--- src/rtl/cc_level_sequencer.sv ---
// cc_level_sequencer: level/progress sequencer feeding the CC level data handler.
// Progress advances once every DIV(level) game ticks, wraps 12 -> 1, and the
// level steps forward on each goal until the last level latches a win.
module cc_level_sequencer #(
  parameter int CURRENTLEVEL_DATAWIDTH  = 3,
  parameter int LEVELPROGRESS_DATAWIDTH = 5,
  parameter int PROGRESS_MAX            = 12,
  parameter int LEVEL_MAX               = 3,
  parameter int PRESCALER_WIDTH         = 4,
  parameter int TICKDIV_LVL1            = 8,
  parameter int TICKDIV_LVL2            = 6,
  parameter int TICKDIV_LVL3            = 4
) (
  input  logic                               CC_LEVEL_SEQUENCER_CLOCK_50,
  input  logic                               CC_LEVEL_SEQUENCER_RESET_InLow,
  input  logic                               CC_LEVEL_SEQUENCER_Start_In,
  input  logic                               CC_LEVEL_SEQUENCER_Pause_In,
  input  logic                               CC_LEVEL_SEQUENCER_Step_In,
  input  logic                               CC_LEVEL_SEQUENCER_FrogGoal_In,
  input  logic                               CC_LEVEL_SEQUENCER_FrogDeath_In,
  output logic [CURRENTLEVEL_DATAWIDTH-1:0]  CC_LEVEL_SEQUENCER_CurrentLvl_OutBus,
  output logic [LEVELPROGRESS_DATAWIDTH-1:0] CC_LEVEL_SEQUENCER_LvlProgress_OutBus,
  output logic                               CC_LEVEL_SEQUENCER_Running_Out,
  output logic                               CC_LEVEL_SEQUENCER_LevelDone_Out,
  output logic                               CC_LEVEL_SEQUENCER_GameWin_Out
);

  localparam int LW = CURRENTLEVEL_DATAWIDTH;
  localparam int PW = LEVELPROGRESS_DATAWIDTH;
  localparam int SW = PRESCALER_WIDTH;

  localparam logic [LW-1:0] LVL_FIRST = LW'(1);
  localparam logic [LW-1:0] LVL_TWO   = LW'(2);
  localparam logic [LW-1:0] LVL_LAST  = LW'(LEVEL_MAX);
  localparam logic [PW-1:0] PROG_ONE  = PW'(1);
  localparam logic [PW-1:0] PROG_LAST = PW'(PROGRESS_MAX);
  localparam logic [SW-1:0] LAST_TICK_L1 = SW'(TICKDIV_LVL1 - 1);
  localparam logic [SW-1:0] LAST_TICK_L2 = SW'(TICKDIV_LVL2 - 1);
  localparam logic [SW-1:0] LAST_TICK_L3 = SW'(TICKDIV_LVL3 - 1);

  typedef enum logic [1:0] {IDLE, RUN, LVL_DONE, WIN} state_t;

  state_t        state;
  logic [LW-1:0] lvl;
  logic [PW-1:0] prog;
  logic [SW-1:0] prescaler;
  logic [SW-1:0] last_tick;
  logic          running;
  logic          level_done;
  logic          game_win;

  assign CC_LEVEL_SEQUENCER_CurrentLvl_OutBus  = lvl;
  assign CC_LEVEL_SEQUENCER_LvlProgress_OutBus = prog;
  assign CC_LEVEL_SEQUENCER_Running_Out        = running;
  assign CC_LEVEL_SEQUENCER_LevelDone_Out      = level_done;
  assign CC_LEVEL_SEQUENCER_GameWin_Out        = game_win;

  // Terminal prescaler count for the level currently held; level 3 and above share the fastest rate.
  always_comb begin
    last_tick = LAST_TICK_L3;
    if (lvl == LVL_FIRST) begin
      last_tick = LAST_TICK_L1;
    end else if (lvl == LVL_TWO) begin
      last_tick = LAST_TICK_L2;
    end
  end

  // Game FSM with all outputs registered alongside the state.
  always_ff @(posedge CC_LEVEL_SEQUENCER_CLOCK_50 or negedge CC_LEVEL_SEQUENCER_RESET_InLow) begin
    if (!CC_LEVEL_SEQUENCER_RESET_InLow) begin
      state      <= IDLE;
      lvl        <= '0;
      prog       <= '0;
      prescaler  <= '0;
      running    <= 1'b0;
      level_done <= 1'b0;
      game_win   <= 1'b0;
    end else begin
      level_done <= 1'b0;
      case (state)
        IDLE: begin
          if (CC_LEVEL_SEQUENCER_Start_In) begin
            state     <= RUN;
            lvl       <= LVL_FIRST;
            prog      <= PROG_ONE;
            prescaler <= '0;
            running   <= 1'b1;
          end
        end
        RUN: begin
          if (CC_LEVEL_SEQUENCER_FrogDeath_In) begin
            prog      <= PROG_ONE;
            prescaler <= '0;
          end else if (CC_LEVEL_SEQUENCER_FrogGoal_In) begin
            state      <= LVL_DONE;
            running    <= 1'b0;
            level_done <= 1'b1;
          end else if (CC_LEVEL_SEQUENCER_Step_In && !CC_LEVEL_SEQUENCER_Pause_In) begin
            if (prescaler == last_tick) begin
              prescaler <= '0;
              prog      <= (prog == PROG_LAST) ? PROG_ONE : prog + PROG_ONE;
            end else begin
              prescaler <= prescaler + SW'(1);
            end
          end
        end
        LVL_DONE: begin
          if (lvl == LVL_LAST) begin
            state    <= WIN;
            game_win <= 1'b1;
          end else begin
            state     <= RUN;
            running   <= 1'b1;
            lvl       <= lvl + LW'(1);
            prog      <= PROG_ONE;
            prescaler <= '0;
          end
        end
        WIN: begin
          if (CC_LEVEL_SEQUENCER_Start_In) begin
            state     <= RUN;
            game_win  <= 1'b0;
            running   <= 1'b1;
            lvl       <= LVL_FIRST;
            prog      <= PROG_ONE;
            prescaler <= '0;
          end
        end
        default: begin
          state   <= IDLE;
          running <= 1'b0;
        end
      endcase
    end
  end

endmodule

--- config.mk ---
export PLATFORM = sky130hd
export DESIGN_NAME = cc_level_sequencer
export DESIGN_NICKNAME = d
export VERILOG_FILES = /design/src/rtl/cc_level_sequencer.sv
export SDC_FILE = /design/constraint.sdc
export NUM_CORES = 1
export LEC_CHECK = 0
export ABC_AREA = 1
export CAP_MARGIN = 20
export CELL_PAD_IN_SITES_DETAIL_PLACEMENT = 2
export CELL_PAD_IN_SITES_GLOBAL_PLACEMENT = 2
export CORE_ASPECT_RATIO = 0.6
export CORE_MARGIN = 2
export CORE_UTILIZATION = 32
export DETAILED_ROUTE_END_ITERATION = 16
export PLACE_DENSITY = 0.85
export SLEW_MARGIN = 40
export SYNTH_ARGS = -nofsm -noshare
export SYNTH_HDL_FRONTEND = slang
export SYNTH_SLANG_ARGS = --single-unit
--- constraint.sdc ---
create_clock -name CC_LEVEL_SEQUENCER_CLOCK_50 -period 3.3 [get_ports CC_LEVEL_SEQUENCER_CLOCK_50]
set_clock_uncertainty 0.2 [all_clocks]
set_input_delay 0.33 -clock CC_LEVEL_SEQUENCER_CLOCK_50 [delete_from_list [all_inputs] [get_ports CC_LEVEL_SEQUENCER_CLOCK_50]]
set_output_delay 0.33 -clock CC_LEVEL_SEQUENCER_CLOCK_50 [all_outputs]
set_load 0.05 [all_outputs]
=== Word level (Yosys, flattened, before mapping) ===
Cells that the tools add are included.

* Word-level logic and storage cells: 75
* Output and inout bits: 11
* Input port bits: 7
* Flip-flop bits (word level): 17

* Equal/unequal tests: 17
* Add/sub/neg operators: 3
* Multiplexer cells: 36
* Reductions and logical operators: 12

{| class="wikitable"
|+ Operator list
! cell !! number
|-
| $mux W5 || 7
|-
| $mux W4 || 7
|-
| $pmux W5 S3 || 1
|-
| $pmux W4 S3 || 1
|-
| $ne A2 B2 Y1 const B || 5
|-
| $mux W1 || 9
|-
| $mux W3 || 3
|-
| $ne A3 B3 Y1 const B || 3
|-
| $reduce_and A3 Y1 || 3
|-
| $mux W2 || 4
|-
| $reduce_and A4 Y1 || 2
|-
| $eq A3 B2 Y1 const B || 2
|-
| $pmux W2 S3 || 1
|-
| $pmux W3 S2 || 1
|-
| $add A5 B1 Y5 const B || 1
|-
| $eq A5 B4 Y1 const B || 1
|-
| $reduce_and A5 Y1 || 1
|-
| $add A4 B1 Y4 const B || 1
|-
| $eq A2 B2 Y1 const B || 2
|-
| $eq A4 B4 Y1 || 1
|-
| $reduce_bool A2 Y1 || 2
|-
| $add A3 B1 Y3 const B || 1
|-
| $eq A3 B1 Y1 const B || 1
|-
| $pmux W1 S3 || 1
|-
| other kinds (7) || 7
|}

=== Longest topological paths before layout ===
Gate-level depths: netlist of the first run.

* Depth after elaboration: 9
* Mapped depth: 12
* Mapped depth without buffers: 12

=== Worst setup path after synthesis of the first run ===
OpenSTA, ideal clock, no wires.

* Kind: reg-to-reg
* From: register lvl[0] (netlist: CC_LEVEL_SEQUENCER_CurrentLvl_OutBus[0])
* To: register prescaler[2]
* Slack: 1.314 ns
* Period minus slack after synthesis: 1.986 ns
* Path buffers: 1
* Arrival: 1.671 ns
* Data required time: 2.986 ns
* Setup time: 0.114 ns
* Stages on the path, launching flop included: 10
* Cells stage by stage: dfrtp_1 -> ha_1 -> ha_1 -> nand2_1 -> nand2_2 -> nor2_4 -> buf_6 -> nand3_2 -> nand2_1 -> nor2_1

* Cells in the longest elaborated chain, start to end: 9
* Elaborated cells on any way between the ends: 13
* Classes of those cells: eq/ne (5); mux (7); reduce/logical (1)

{| class="wikitable"
|+ RTL lines
! element !! line !! RTL
|-
| start: declaration || 44 || <nowiki>logic [LW-1:0] lvl;</nowiki>
|-
| start signal: assignment || 114 || <nowiki>lvl <= lvl + LW'(1);</nowiki>
|-
| $eq A3 B2 Y1 || 63 || <nowiki>end else if (lvl == LVL_TWO) begin</nowiki>
|-
| $mux W3 || 63 ||
|-
| $mux W4 || 61 || <nowiki>if (lvl == LVL_FIRST) begin</nowiki>
|-
| $eq A4 B4 Y1 || 99 || <nowiki>if (prescaler == last_tick) begin</nowiki>
|-
| $mux W4 || 99 ||
|-
| $mux W4 || 98 || <nowiki>end else if (CC_LEVEL_SEQUENCER_Step_In && !CC_LEVEL_SEQUENCER_Pause_In) begin</nowiki>
|-
| $mux W4 || 94 || <nowiki>end else if (CC_LEVEL_SEQUENCER_FrogGoal_In) begin</nowiki>
|-
| $mux W4 || 91 || <nowiki>if (CC_LEVEL_SEQUENCER_FrogDeath_In) begin</nowiki>
|-
| $pmux W4 S3 || 80 || <nowiki>case (state)</nowiki>
|-
| end signal: assignment || 103 || <nowiki>prescaler <= prescaler + SW'(1);</nowiki>
|-
| end: declaration || 46 || <nowiki>logic [SW-1:0] prescaler;</nowiki>
|}

Parallel ways exist; a longest one is shown, timed or not. The select of a mux whose other input is x is not followed.
A chain may end at the register's enable or synchronous reset.

=== Final worst setup path of the first run ===
* From: register prog[2] (netlist: CC_LEVEL_SEQUENCER_LvlProgress_OutBus[2])
* To: output port CC_LEVEL_SEQUENCER_LvlProgress_OutBus[2]

{| class="wikitable"
|+ RTL lines
! element !! line !! RTL
|-
| start: declaration || 45 || <nowiki>logic [PW-1:0] prog;</nowiki>
|-
| start signal: assignment || 101 || <nowiki>prog <= (prog == PROG_LAST) ? PROG_ONE : prog + PROG_ONE;</nowiki>
|-
| end: declaration || 22 || <nowiki>output logic [LEVELPROGRESS_DATAWIDTH-1:0] CC_LEVEL_SEQUENCER_LvlProgress_OutBus,</nowiki>
|}

No word-level cell between the ends.

==> impl_metrics.py, run 1 <==
metrics = {
    "run_status": {
        "outcome": "completed",
    },
    "worst_setup_path": {
        "arrival_ns": 1.58,
        "cp-endpoint": "CC_LEVEL_SEQUENCER_LvlProgress_OutBus[2]",
        "critPathMaxStageDelay_ns": 0.85,
        "startpoint_type": "register",
        "crit_buf_inv": 1,
        "cp_cell_sequence": "clkdlybuf4s50_1",
        "rrSetupSlack_ns": 1.21,
        "crit_family": "buffers and inverters",
        "path_depth": 1,
        "startpoint": "CC_LEVEL_SEQUENCER_LvlProgress_OutBus[2]",
        "crit_required_ns": 2.77,
        "worst_r2r_endpoint": "prescaler[2]",
        "crit_slowest_cell": "clkdlybuf4s50_1",
        "crit_fanout": 6,
        "critical_path_class": "reg2out",
        "worst_setup_path_end_kind": "output pin",
        "reg2reg_from": "CC_LEVEL_SEQUENCER_CurrentLvl_OutBus[0]",
        "r2r_cells": 9,
    },
    "power_and_ir_drop": {
        "vdd_drop_max_mv": 0.3391,
        "powerDensity_mw_per_mm2": 890.5,
        "leakagePower_nw": 0.6695,
    },
    "route": {
        "drc": 0,
        "viasPerCell": 4.812,
        "ant_nets": 0,
        "drtPass1Iterations": 4,
        "wl_per_cell_um": 15.64,
        "drt-total-wl_mm": 3.159,
        "first_iter_violations": 32,
        "vias": 972,
    },
    "hold_path": {
        "hold_class": "reg2reg",
    },
    "global_routing": {
        "track_usage_pct": 18.45,
        "overflow": 0,
        "antenna_found_initial": 0,
        "grt_pass1_vias": 1065,
        "grt_pass1_wl_mm": 5.457,
        "grt_max_degree": 18,
    },
    "logic_synthesis": {
        "synth_area_leaders": "dfrtp_1 39%, ha_1 11%, nand2_1 10%",
        "yosysUniqueCellTypes": 22,
        "synth_seq_cells": 17,
        "ys_warn_count": 0,
        "yosysSeqAreaShare_pct": 39.04,
        "synth_top_area_share_pct": 39.04,
        "synth_area_mm2": 0.001090,
        "synthCells": 136,
        "mappedNetlistNets": 153,
        "yosysTopAreaCell": "dfrtp_1",
        "syn_area_per_cell_um2": 8.013,
    },
    "floorplan": {
        "die_area_mm2": 0.003904,
        "io-pin-count": 18,
        "fp.coreArea_mm2": 0.003263,
        "rows": 16,
        "die_width_um": 79.34,
        "start_util_pct": 33.40,
        "die_h_um": 49.21,
    },
    "clock_network": {
        "post_cts_buffers": 0,
        "cts_tree": "done",
        "post_cts_resized": 0,
        "clock_latency_ns": 0.25,
        "path_clk_slew_ns": 0.07,
        "cts_buffer_depth": 2,
        "clockRootBuffer": "clkbuf_8",
        "htreeDepth": 1,
        "cts_sinks": 17,
        "cts_buffers": 3,
    },
    "cells_and_area": {
        "drive_above_1_share_pct": 11.46,
        "multi_input_area_um2": 555.5,
        "num_antenna_cells": 0,
        "syn_to_final_growth_pct": 24.34,
        "final_nets": 175,
        "fill_cells": 385,
        "regArea_um2": 425.4,
        "final_core_util_pct": 41.53,
    },
    "sta": {
        "fin_setup_tns_ns": 0,
        "timing.final.crit_period_ns": 2.113,
        "finalCritPeriodShare_pct": 64.03,
        "max_clock_freq_mhz": 473.2,
        "grt_setup_unrepaired": "no",
        "relSlewSlack_pct": 66.07,
        "worstMarginPinSlew_ns": 0.5074,
        "setup_viol": 0,
        "drv_slew": 0,
        "hold_viol": 0,
    },
    "flow_run": {
        "maxCapViolations": 0,
    },
    "placed_design": {
        "gp_congestion": 0.7470,
        "port_buffers": 17,
        "hpwlAfterDp_mm": 2.539,
    },
}
==> flip-flops by register name, indices dropped and copies added, names as in the netlist <==
signal / cells
state: 2
CC_LEVEL_SEQUENCER_CurrentLvl_OutBus: 3
prescaler: 4
CC_LEVEL_SEQUENCER_LvlProgress_OutBus: 5
CC_LEVEL_SEQUENCER_Running_Out: 1
CC_LEVEL_SEQUENCER_LevelDone_Out: 1
CC_LEVEL_SEQUENCER_GameWin_Out: 1
==> cell usage after synthesis <==
master / n
nand3_1: 12
buf_6: 1
inv_2: 3
inv_1: 23
nor3_1: 1
a31oi_4: 1
o22ai_2: 1
nor2_1: 12
nand3_2: 1
a21oi_1: 3
xnor2_1: 1
nand2_1: 29
dfrtp_1: 17
nand4_1: 2
o22ai_1: 3
o21ai_0: 6
nor2_4: 2
ha_1: 10
or2_2: 1
nand2_4: 1
nand2_2: 4
xor2_1: 2
==> timing repair <==
item                                    in CTS  in global routing
hold buffers                                 1                  0
endpoints found under the setup margin       0                  0
hold endpoints to repair                    17                  0
==> power by group <==
group,leakage (nW),switching [mW],internal [mW]
Sequential,0.221,0.0621,0.269
Clock,0.0228,0.0757,0.0858
Combinational,0.426,0.484,0.230
Total,0.669,0.622,0.585
==> layout by cell type (no fill, tap or decap) <==
cell             netlist  final
nand2_1               29     29
inv_1                 23     23
dfrtp_1               17     17
clkdlybuf4s50_1        0     16
nor2_1                12     12
nand3_1               12     12
ha_1                  10     10
o21ai_0                6      6
nand2_2                4      4
inv_2                  3      3
a21oi_1                3      3
o22ai_1                3      3
clkbuf_8               0      3
nor2_4                 2      2
nand4_1                2      2
xor2_1                 2      2
or2_2                  1      1
a31oi_4                1      1
nand2_4                1      1
xnor2_1                1      1
nand3_2                1      1
o22ai_2                1      1
nor3_1                 1      1
clkbuf_1               0      1
dlygate4sd3_1          0      1
buf_2                  0      1
==> routing by layer <==
layer / vias up / GRT usage [%] / wire length [µm]
met5: - / 0 / 0
met4: 0 / 5.747 / 44
met3: 4 / 3.333 / 68
met2: 17 / 31.21 / 1556
met1: 482 / 24.02 / 1490
li1: 469 / - / -
==> how the worst min path moves through the flow <==
stage                                              start                                 endpoint  cells past startpoint
after floorplan           CC_LEVEL_SEQUENCER_RESET_InLow  CC_LEVEL_SEQUENCER_CurrentLvl_OutBus[0]                      0
after global placement    CC_LEVEL_SEQUENCER_GameWin_Out           CC_LEVEL_SEQUENCER_GameWin_Out                      2
after detailed placement  CC_LEVEL_SEQUENCER_RESET_InLow           CC_LEVEL_SEQUENCER_Running_Out                      1
after CTS                 CC_LEVEL_SEQUENCER_GameWin_Out           CC_LEVEL_SEQUENCER_GameWin_Out                      2
after global routing      CC_LEVEL_SEQUENCER_RESET_InLow                                 state[0]                      2
final                     CC_LEVEL_SEQUENCER_GameWin_Out           CC_LEVEL_SEQUENCER_GameWin_Out                      2
==> cell families after synthesis <==
| kind of cell | after synthesis | share of synthesized area, % |
|---|---|---|
| AND/OR/NAND/NOR | 65 | 28.13 |
| buffers and inverters | 27 | 9.988 |
| flip-flops | 17 | 39.04 |
| AO/OA/AOI/OAI | 14 | 8.955 |
| adder cells (fa/ha/maj) | 10 | 11.48 |
| XOR/XNOR | 3 | 2.411 |
==> per-stage QoR <==
step | setup WS [ns] | std cells | hold slack, ns | power [mW] | instance area [µm²]
after global placement | 1.359 | 197 | 0.2769 | 0.9986 | 1305
after CTS | 1.174 | 202 | 0.3201 | 1.227 | 1355
after detailed placement | 1.198 | 197 | 0.09155 | 1.056 | 1300
final | 1.187 | 202 | 0.3070 | 1.207 | 1355
after global routing | 1.031 | 202 | 0.3474 | 1.316 | 1355
after floorplan | 1.314 | 136 | -0.1656 | 0.8448 | 1090
==> layout make-up <==
class,instances,area share (%)
Clock buffer,4,3.324
Inverter,26,7.202
Multi-Input combinational cell,92,41.00
Sequential cell,17,31.39
Tap cell,45,4.155
Timing Repair Buffer,18,12.93
(Power assumes the default switching activity.)
==> run 2: changes to the inputs <==
--- a/config.mk
+++ b/config.mk
@@ -11,9 +11,9 @@
 export CELL_PAD_IN_SITES_GLOBAL_PLACEMENT = 2
 export CORE_ASPECT_RATIO = 0.6
 export CORE_MARGIN = 2
-export CORE_UTILIZATION = 32
+export CORE_UTILIZATION = 30
 export DETAILED_ROUTE_END_ITERATION = 16
-export PLACE_DENSITY = 0.85
+export PLACE_DENSITY = 0.8
 export SLEW_MARGIN = 40
 export SYNTH_ARGS = -nofsm -noshare
 export SYNTH_HDL_FRONTEND = slang
==> constraint.sdc (replaced) <==
create_clock -name CC_LEVEL_SEQUENCER_CLOCK_50 -period 2.15 [get_ports CC_LEVEL_SEQUENCER_CLOCK_50]
set_clock_uncertainty 0.2 [all_clocks]
set_input_delay 0.215 -clock CC_LEVEL_SEQUENCER_CLOCK_50 [delete_from_list [all_inputs] [get_ports CC_LEVEL_SEQUENCER_CLOCK_50]]
set_output_delay 0.215 -clock CC_LEVEL_SEQUENCER_CLOCK_50 [all_outputs]
set_load 0.05 [all_outputs]
==> run 2 against run 1 <==
Net effect:
- critical path depth is the same
- clock power grew 59%
- first-iteration DRC count grew 19%
- register-to-register slack lost 1.0 ns
- highest routed layer unchanged
- flip-flop and latch count is the same
- via count shrank 2.3%
- power grew 63%
- non-clock buffer count grew 2
- global-route usage shrank 1.2 points
- critical path type unchanged
- clock-buffer cell count is the same
- wire length grew 5.5%
- critical endpoint is now CC_LEVEL_SEQUENCER_LvlProgress_OutBus[0]
==> impl_metrics.py, run 2 (synthesized netlist as in run 1, its figures left out) <==
metrics = {
    "worst_setup_path": {
        "crit_fanout": 6,
        "cp_cell_sequence": "clkdlybuf4s50_1",
        "arrival_ns": 1.58,
        "crit_required_ns": 1.74,
        "reg2reg_from": "CC_LEVEL_SEQUENCER_CurrentLvl_OutBus[1]",
        "startpoint_type": "register",
        "critical_path_class": "reg2out",
        "crit_slowest_cell": "clkdlybuf4s50_1",
        "crit_family": "buffers and inverters",
        "critPathMaxStageDelay_ns": 0.86,
        "r2r_cells": 7,
        "worst_setup_path_end_kind": "output pin",
        "rrSetupSlack_ns": 0.19,
        "crit_buf_inv": 1,
        "worst_r2r_endpoint": "CC_LEVEL_SEQUENCER_CurrentLvl_OutBus[0]",
    },
    "sta": {
        "worstMarginPinSlew_ns": 0.5220,
        "fin_setup_tns_ns": 0,
        "timing.final.crit_period_ns": 1.996,
        "hold_viol": 0,
        "finalCritPeriodShare_pct": 92.81,
        "drv_slew": 0,
        "setup_viol": 0,
        "grt_setup_unrepaired": "no",
        "max_clock_freq_mhz": 501.1,
        "layout_setup_ws_ns": 0.1545,
        "relSlewSlack_pct": 65.09,
    },
    "floorplan": {
        "rows": 16,
        "start_util_pct": 32.40,
        "die_area_mm2": 0.004147,
        "die_h_um": 50.69,
        "io-pin-count": 18,
        "die_width_um": 81.81,
        "fp.coreArea_mm2": 0.003363,
    },
    "power_and_ir_drop": {
        "vdd_drop_max_mv": 0.5609,
        "leakagePower_nw": 0.6847,
        "powerDensity_mw_per_mm2": 1422,
    },
    "cells_and_area": {
        "drive_above_1_share_pct": 12.58,
        "num_antenna_cells": 0,
        "multi_input_area_um2": 555.5,
        "largest_register_ff_count": 5,
        "final_core_util_pct": 41.18,
        "regArea_um2": 425.4,
        "final_nets": 177,
        "fill_cells": 398,
        "final_area_mm2": 0.001385,
        "syn_to_final_growth_pct": 27.10,
        "final_common_cell": "nand2_1",
        "mostFrequentLayoutCells": "29 x nand2_1, 23 x inv_1, 17 x dfrtp_1, 17 x clkdlybuf4s50_1",
    },
    "route": {
        "drc": 0,
        "vias": 950,
        "ant_nets": 0,
        "viasPerCell": 4.657,
        "first_iter_violations": 38,
        "drtPass1Iterations": 4,
        "wl_per_cell_um": 16.34,
        "drt-total-wl_mm": 3.334,
    },
    "clock_network": {
        "path_clk_slew_ns": 0.08,
        "clockRootBuffer": "clkbuf_8",
        "post_cts_resized": 0,
        "cts_buffers": 3,
        "cts_buffer_depth": 2,
        "ctsHoldBuffers": 0,
        "cts_tree": "done",
        "htreeDepth": 1,
        "clock_latency_ns": 0.26,
        "post_cts_buffers": 0,
        "cts_sinks": 17,
    },
    "placed_design": {
        "post-place-ws_ns": 0.1016,
        "port_buffers": 17,
        "hpwlAfterDp_mm": 2.475,
        "postPlaceCellArea_mm2": 0.001313,
        "gp_congestion": 0.7540,
    },
    "global_routing": {
        "grt_pass1_wl_mm": 5.313,
        "grt_pass1_vias": 1052,
        "overflow": 0,
        "antenna_found_initial": 0,
        "grt_max_degree": 18,
        "track_usage_pct": 17.23,
    },
    "run_status": {
        "outcome": "completed",
    },
    "flow_run": {
        "maxCapViolations": 0,
    },
    "hold_path": {
        "hold_class": "in2async",
    },
}
-- run 2: power breakdown --
group	total, mW	internal [mW]	switching (mW)
Clock	0.257	0.132	0.125
Combinational	1.20	0.417	0.787
Sequential	0.508	0.413	0.0949
-- run 2: metal layers --
layer | wire length, µm | up-vias | track usage (%)
met4 | 32 | 0 | 3.333
met5 | 0 | - | 0
met3 | 91 | 4 | 4.137
met2 | 1551 | 13 | 27.64
li1 | - | 473 | -
met1 | 1657 | 460 | 23.65
-- run 2: worst reg2reg max path: stages (launching register included) --
cell and delay, ns:
dfrtp_1 0.42, ha_1 0.21, ha_1 0.23, nor2_1 0.22
a21oi_1 0.10, nor2_1 0.25, o21ai_0 0.15, o21ai_0 0.09
-- run 2: how the worst max path moves through the flow --
stage | startpoint | end | slack, ns | cells past startpoint
final | CC_LEVEL_SEQUENCER_LvlProgress_OutBus[0] | CC_LEVEL_SEQUENCER_LvlProgress_OutBus[0] | 0.15 | 1
after global placement | CC_LEVEL_SEQUENCER_CurrentLvl_OutBus[0] | prescaler[3] | 0.20 | 9
after CTS | CC_LEVEL_SEQUENCER_CurrentLvl_OutBus[0] | prescaler[2] | 0.06 | 9
after global routing | CC_LEVEL_SEQUENCER_CurrentLvl_OutBus[1] | CC_LEVEL_SEQUENCER_CurrentLvl_OutBus[0] | 0.05 | 7
after detailed placement | CC_LEVEL_SEQUENCER_CurrentLvl_OutBus[0] | prescaler[2] | 0.10 | 9
after floorplan | CC_LEVEL_SEQUENCER_CurrentLvl_OutBus[0] | prescaler[2] | 0.16 | 9
-- run 2: cell type report --
class                      count  area share [%]
multi-input combinational     92           40.11
sequential                    17           30.71
timing repair buffer          20           14.81
inverter                      26           7.046
tap                           45           4.065
clock buffer                   4           3.252
-- run 2: metrics by stage --
step | hold WS, ns | instances | total power, mW
final | 0.07962 | 204 | 1.970
after global routing | 0.1068 | 204 | 2.114
after CTS | 0.08989 | 202 | 1.896
after detailed placement | 0.2941 | 198 | 1.626
after global placement | 0.2814 | 198 | 1.543
after floorplan | -0.2806 | 136 | 1.297
